File: config.mk
export PLATFORM = sky130hd
export DESIGN_NAME = axilite_csr_write_channel
export DESIGN_NICKNAME = d
export VERILOG_FILES = /design/src/rtl/axilite_csr_write_channel.sv
export SDC_FILE = /design/constraint.sdc
export NUM_CORES = 1
export LEC_CHECK = 0
export ABC_AREA = 1
export CAP_MARGIN = 20
export CELL_PAD_IN_SITES_DETAIL_PLACEMENT = 2
export CELL_PAD_IN_SITES_GLOBAL_PLACEMENT = 2
export CORE_MARGIN = 10
export CORE_UTILIZATION = 25
export DETAILED_ROUTE_END_ITERATION = 8
export GPL_TIMING_DRIVEN = 0
export PLACE_DENSITY = 0.78
export SYNTH_ARGS = -nofsm -noshare
export SYNTH_HDL_FRONTEND = slang
export SYNTH_SLANG_ARGS = --single-unit
File: constraint.sdc
create_clock -name clk -period 2.1 [get_ports clk]
set_clock_uncertainty 0.15 [all_clocks]
set_input_delay 0.42 -clock clk [delete_from_list [all_inputs] [get_ports clk]]
set_output_delay 0.42 -clock clk [all_outputs]
set_load 0.005 [all_outputs]
File: src/rtl/axilite_csr_write_channel.sv
// ============================================================================
// axilite_csr_write_channel: AXI4-Lite slave write path (AW/W/B) into a CSR bank.
// Optional macro CSR_WRITE_PROTECT_EN adds RO_MASK and a global lock input.
// Revision: 1.0
// ============================================================================
`default_nettype none

module axilite_csr_write_channel #(
    parameter int                              NUM_REGS    = 4,
    parameter int                              DATA_WIDTH  = 32,
    parameter int                              ADDR_SIZE   = 32,
    parameter logic [ADDR_SIZE-1:0]            BASE_ADDR   = '0,
    parameter logic [NUM_REGS*DATA_WIDTH-1:0]  RESET_VALUE = '0,
    parameter logic [1:0]                      RESP_OKAY   = 2'd0,
    parameter logic [1:0]                      RESP_SLVERR = 2'd2
`ifdef CSR_WRITE_PROTECT_EN
    ,parameter logic [NUM_REGS-1:0]            RO_MASK     = '0
`endif
) (
`ifdef CSR_WRITE_PROTECT_EN
    input  logic                               lock,
`endif
    input  logic                               clk,
    input  logic                               rst,
    input  logic [ADDR_SIZE-1:0]               awaddr,
    input  logic                               awvalid,
    output logic                               awready,
    input  logic [DATA_WIDTH-1:0]              wdata,
    input  logic [DATA_WIDTH/8-1:0]            wstrb,
    input  logic                               wvalid,
    output logic                               wready,
    output logic [1:0]                         bresp,
    output logic                               bvalid,
    input  logic                               bready,
    output logic [NUM_REGS*DATA_WIDTH-1:0]     regs,
    output logic [NUM_REGS-1:0]                wr_pulse
);

    localparam int STRB_W = DATA_WIDTH / 8;
    localparam int SHIFT  = $clog2(STRB_W);

    typedef enum logic [2:0] {
        IDLE    = 3'd0,
        HAVE_AW = 3'd1,
        HAVE_W  = 3'd2,
        COMMIT  = 3'd3,
        RESP    = 3'd4
    } state_t;

    state_t                 state;
    state_t                 state_next;
    logic [ADDR_SIZE-1:0]   addr_q;
    logic [DATA_WIDTH-1:0]  data_q;
    logic [STRB_W-1:0]      strb_q;
    logic [ADDR_SIZE-1:0]   offset;
    logic [ADDR_SIZE-1:0]   word_idx;
    logic                   in_range;
    logic                   write_ok;
    logic                   aw_hs;
    logic                   w_hs;

    always_comb begin
        state_next = state;
        awready    = 1'b0;
        wready     = 1'b0;
        case (state)
            IDLE: begin
                awready = 1'b1;
                wready  = 1'b1;
                if (awvalid && wvalid) state_next = COMMIT;
                else if (awvalid)      state_next = HAVE_AW;
                else if (wvalid)       state_next = HAVE_W;
            end
            HAVE_AW: begin
                wready = 1'b1;
                if (wvalid) state_next = COMMIT;
            end
            HAVE_W: begin
                awready = 1'b1;
                if (awvalid) state_next = COMMIT;
            end
            COMMIT:  state_next = RESP;
            RESP:    if (bready) state_next = IDLE;
            default: state_next = IDLE;
        endcase
    end

    assign aw_hs = awvalid && awready;
    assign w_hs  = wvalid && wready;

    // Below-base addresses are caught by the compare, never by the wrapped offset.
    assign offset   = addr_q - BASE_ADDR;
    assign word_idx = offset >> SHIFT;
    assign in_range = (addr_q >= BASE_ADDR) && (word_idx < ADDR_SIZE'(NUM_REGS));

`ifdef CSR_WRITE_PROTECT_EN
    logic ro_hit;
    always_comb begin
        ro_hit = 1'b0;
        for (int k = 0; k < NUM_REGS; k++) begin
            if (word_idx == ADDR_SIZE'(k) && RO_MASK[k]) ro_hit = 1'b1;
        end
    end
    assign write_ok = in_range && !lock && !ro_hit;
`else
    assign write_ok = in_range;
`endif

    always_ff @(posedge clk or negedge rst) begin
        if (!rst) begin
            state    <= IDLE;
            addr_q   <= '0;
            data_q   <= '0;
            strb_q   <= '0;
            bvalid   <= 1'b0;
            bresp    <= RESP_OKAY;
            wr_pulse <= '0;
            regs     <= RESET_VALUE;
        end else begin
            state    <= state_next;
            wr_pulse <= '0;
            if (aw_hs) addr_q <= awaddr;
            if (w_hs) begin
                data_q <= wdata;
                strb_q <= wstrb;
            end
            if (state == COMMIT) begin
                bvalid <= 1'b1;
                bresp  <= write_ok ? RESP_OKAY : RESP_SLVERR;
                for (int k = 0; k < NUM_REGS; k++) begin
                    if (write_ok && word_idx == ADDR_SIZE'(k)) begin
                        // Pulse fires even with an all-zero strobe.
                        wr_pulse[k] <= 1'b1;
                        for (int b = 0; b < STRB_W; b++) begin
                            if (strb_q[b]) regs[k*DATA_WIDTH + b*8 +: 8] <= data_q[b*8 +: 8];
                        end
                    end
                end
            end else if (state == RESP && bready) begin
                bvalid <= 1'b0;
            end
        end
    end

endmodule

`default_nettype wire

# --- Word level (Yosys, flattened, before mapping) ---
# Cells that the tools add are included.
totals:
  register_bits: 206
  out_inout_bits: 137
  elab_cells: 84
classes:
  magnitude_cmp: 2
  n_eq_ne: 11
  n_mux: 17
  reduce_logical: 31
ops:
  columns: ["operator", "count"]
  rows:
  - ["30-bit by 2-bit == test with 1-bit output, second input constant", 2]
  - ["3-bit AND reduction", 16]
  - ["32-bit by 1-bit >= comparator with 1-bit output, second input constant", 1]
  - ["32-bit logical NOT", 1]
  - ["30-bit by 1-bit == test with 1-bit output, second input constant", 1]
  - ["30-bit by 3-bit < comparator with 1-bit output, second input constant", 1]
  - ["3-bit 2-to-1 mux", 6]
  - ["3-bit one-hot mux with 5 select lines", 1]
  - ["1-bit logical AND", 9]
  - ["1-bit 2-to-1 mux", 8]
  - ["3-bit by 2-bit == test with 1-bit output, second input constant", 2]
  - ["2-bit != test, second input constant", 3]
  - ["4-bit 2-to-1 mux", 1]
  - ["4-bit != test, second input constant", 1]
  - ["4-bit AND reduction", 1]
  - ["2-bit OR reduction", 2]
  - ["3-bit by 1-bit == test with 1-bit output, second input constant", 1]
  - ["3-bit == test, second input constant", 1]
  - ["3-bit logical NOT", 1]
  - ["2-bit 2-to-1 mux", 1]
  - ["2-bit nonzero test", 1]

# --- Logic depth before layout (Yosys ltp) ---
logic_depth:
  word_depth: 5
  depth_mapped: 9

# --- Worst setup path before layout ---
# Ideal clock, no wire load.
synth_path:
  path_kind: "flip-flop to flip-flop"
  start: "register addr_q[14]"
  end: "register regs[104]"
  arrival_ns: 1.315
  t_required_ns: 1.832
  path_slack_ns: 0.517
  path_stages_with_launch: 9
  synth_period_minus_slack_ns: 1.583
  path_cell_list: "dfrtp_1 nor2_1 nand2_1 nor2_2 nand2_1 inv_2 nand3_1 nand2_1 nand2_1"
synth_via:
  elab_chain_cells: 4
  elab_cells_between_ends: 6
synth_lines:
  columns: ["element", "line", "text"]
  rows:
  - ["start, declared", "52", "logic [ADDR_SIZE-1:0] addr_q;"]
  - ["start signal, assigned", "122", "if (aw_hs) addr_q <= awaddr;"]
  - ["32-bit by 1-bit >= comparator with 1-bit output / 30-bit by 3-bit < comparator with 1-bit output (equally long branches)", "94", "assign in_range = (addr_q >= BASE_ADDR) && (word_idx < ADDR_SIZE'(NUM_REGS));"]
  - ["1-bit logical AND", "94", null]
  - ["1-bit logical AND (*)", "131", "if (write_ok && word_idx == ADDR_SIZE'(k)) begin"]
  - ["3-bit AND reduction (no source line) (*)", null, null]
  - ["end signal, assigned by index", "135", "if (strb_q[b]) regs[k*DATA_WIDTH + b*8 +: 8] <= data_q[b*8 +: 8];"]
  - ["end, declared", "35", "output logic [NUM_REGS*DATA_WIDTH-1:0] regs,"]
# Every way passes the cells marked *; elsewhere a longest branch is shown, timed or not.
# A chain may end at the register's enable or synchronous reset.

# --- Worst setup path after layout ---
layout_path:
  start: "register state[2]"
  end: "output port wready"
layout_via:
  elab_chain_cells: 3
  elab_cells_between_ends: 4
layout_lines:
  columns: ["element", "line", "text"]
  rows:
  - ["start, declared", "50", "state_t state;"]
  - ["start signal, assigned", "120", "state <= state_next;"]
  - ["3-bit by 1-bit == test with 1-bit output / 3-bit logical NOT (equally long branches)", "66", "case (state)"]
  - ["2-bit OR reduction (no source line) (*)", null, null]
  - ["1-bit 2-to-1 mux (*)", "66", null]
  - ["end, declared", "31", "output logic wready,"]
# Marked as above.

==> flow_summary.ini <==
[run_status]
status = finished, final reports clean

[worst_setup_path]
critPathSlowestCell = dfrtp_2
start_kind = flip-flop
critPathKind = flip-flop to primary output
end_kind = primary output
timing.critical_path.slowest_cell_delay_ps = 430
path_max_fanout = 4
required_ps = 1530
path_cells = buf_4, nor2_4, dlygate4sd2_1
cp.arrival_ps = 1470

[clock_network]
cts_buffers = 26
cts_htree_levels = 1
clock_sinks = 203
clk_latency_ps = 530
clk_pin_slew_ps = 60
clk_path_buf_depth = 3
cts_tree = done
cts_root_buf = clkbuf_16

[pwr]
swShare_pct = 32.0
p_clk_share_pct = 36.3
p_sw_mw = 3.98
p_comb_share_pct = 20.3
power_density_mw_per_mm2 = 1020
pwr-share-seq_pct = 43.5
power.internal_mw = 8.44
p_leak_nw = 5.80
vdd_drop_max_mv = 0.627

[timing]
rsz0062_at_grt = true
setup-tns-final_ps = 0
post-route-min-period_ps = 2040
finalHoldViolCount = 0
worstMarginPinSlew_ps = 852
timing.final.crit_share_pct = 97.1
fmax_mhz = 491
relSlewSlack_pct = 43.2
setup_viol = 0
whs_ps = 322
maxSlewViolCount = 0

[floorplan]
pin_count = 210
dieArea_mm2 = 0.0416
start_util_pct = 25.3
fp.dieH_um = 204
coreArea_mm2 = 0.0334
num_rows = 67
die_x_um = 204

[yosys]
yosysUniqueCellTypes = 23
synth_warnings = 0
seq_area_frac_synth_pct = 60.0
syn_inst = 847
synth.avg_cell_area_um2 = 9.99
syn_area_mm2 = 0.00846
synth_seq_cells = 203
syn-num-nets = 920

[detailed_routing]
ant_nets = 0
vias = 6994
drc = 0
wl_per_cell_um = 21.0
drtIter0Drc = 290
drt-pass1-iter-count = 4
finalWirelength_mm = 32.8
avgViaCountPerCell = 4.47

[final_layout]
final_common_cell = nand2_1
multi_input_area_mm2 = 0.00311
final_cell_mix = nand2_1, dfrtp_1, clkdlybuf4s50_1
nets = 1167
drive_gt1_share_pct = 16.7
fill_cells = 3586
seqCellArea_mm2 = 0.00508
final_util_pct = 36.4
syn2layout_area_growth_pct = 44.0

[job]
cap_violations = 0

[global_routing]
use_met3_pct = 4.50
use_met2_pct = 26.5
grt_pass1_vias = 7901
met1_usage_pct = 19.0
antenna_found_initial = 2
overflow = 0
grt_max_degree = 105
grt_pass1_wl_mm = 49.7
track_usage_pct = 15.4
busiest_layer = met2

[hold_path]
min_path_type = flip-flop to flip-flop

[place]
place.gp.congestion = 0.766
dp.final_hpwl_mm = 24.2
portBuffers = 206
==> final timing paths <==
kind	startpoint	endpoint	slack, ps	cells after the start
hold reg to reg	regs[71]	regs[71]	320	2
hold / removal	regs[71]	regs[71]	320	2
setup reg to reg	addr_q[24]	regs[68]	140	9
setup / recovery	state[2]	wready	60	3
min in group asynchronous	rst	regs[42]	350	2
max in group asynchronous	rst	regs[35]	440	3
==> layout make-up <==
class                           count  area share, %
Timing Repair Buffer              219           18.2
Buffer                             35           1.93
Tap cell                          448           4.60
Sequential cell                   203           41.7
Inverter                           28          0.883
Multi-Input combinational cell    581           25.5
Antenna cell                        1         0.0205
Clock inverter                     11          0.863
Clock buffer                       37           6.26
==> what timing repair did <==
action,CTS,global route
setup buffers,3,8
hold buffers,1,0
hold endpoints to repair,99,0
resized for setup,11,12
cloned,0,0
pin swaps,1,5
endpoints found under the setup margin,31,118
==> metal layers <==
| layer | vias to the layer above | share of wire (%) |
|---|---|---|
| met5 | - | 0.040 |
| met4 | 2 | 1.5 |
| met1 | 3531 | 42 |
| met2 | 174 | 49 |
| met3 | 31 | 7.6 |
| li1 | 3256 | - |
==> worst max-delay path, delay by kind of cell (launching register included) <==
family | cells | cell delay [ps]
simple gates | 1 | 110
flops | 1 | 430
buf+inv | 2 | 400
==> cells in the mapped netlist, drive strengths merged <==
master  count  share of area (%)
nand2     294                 13
nor2       58                3.7
o211ai      1              0.089
nor3        2               0.12
a21oi      12               0.71
o21ai       5               0.30
o31ai       1              0.089
nand3     153                 11
conb        1              0.044
mux2       54                7.2
clkinv      1              0.044
dfrtp     203                 60
inv        27                1.2
buf        35                2.7
==> power groups by stage <==
stage / logic (mW) / clock network [mW] / registers (mW)
final: 2.52 / 4.50 / 5.40
after global routing: 2.81 / 4.82 / 5.52
after CTS: 2.54 / 4.66 / 5.41
after detailed placement: 2.46 / 0 / 5.47
after global placement: 2.36 / 0 / 5.43
after floorplan: 1.66 / 0 / 5.13
==> cells by family (layout without fill, tap and decap cells) <==
kind of cell | Yosys count | in the layout | share of synthesized area [%]
mux | 54 | 54 | 7.19
flops | 203 | 203 | 60.0
buf+inv | 63 | 330 | 3.93
compound gates | 19 | 19 | 1.18
simple gates | 507 | 507 | 27.6
other cells | 1 | 2 | 0.0443
==> stage by stage <==
step	power, mW	instances	area [µm²]	setup WS [ps]
6_report	12.4	1563	12200	61.9
3_5_place_dp	7.93	1502	11100	-78.1
4_1_cts	12.6	1554	12000	8.15
5_1_grt	13.1	1562	12200	-12.9
2_1_floorplan	6.79	847	8460	517
3_3_place_gp	7.79	1501	11100	-8540
==> state kept, by name, indices dropped and copies added, names as in the netlist <==
signal    count
regs        128
data_q       32
addr_q       30
strb_q        4
wr_pulse      4
state         3
bresp         1
bvalid        1
Power figures use the tool's default switching activity.
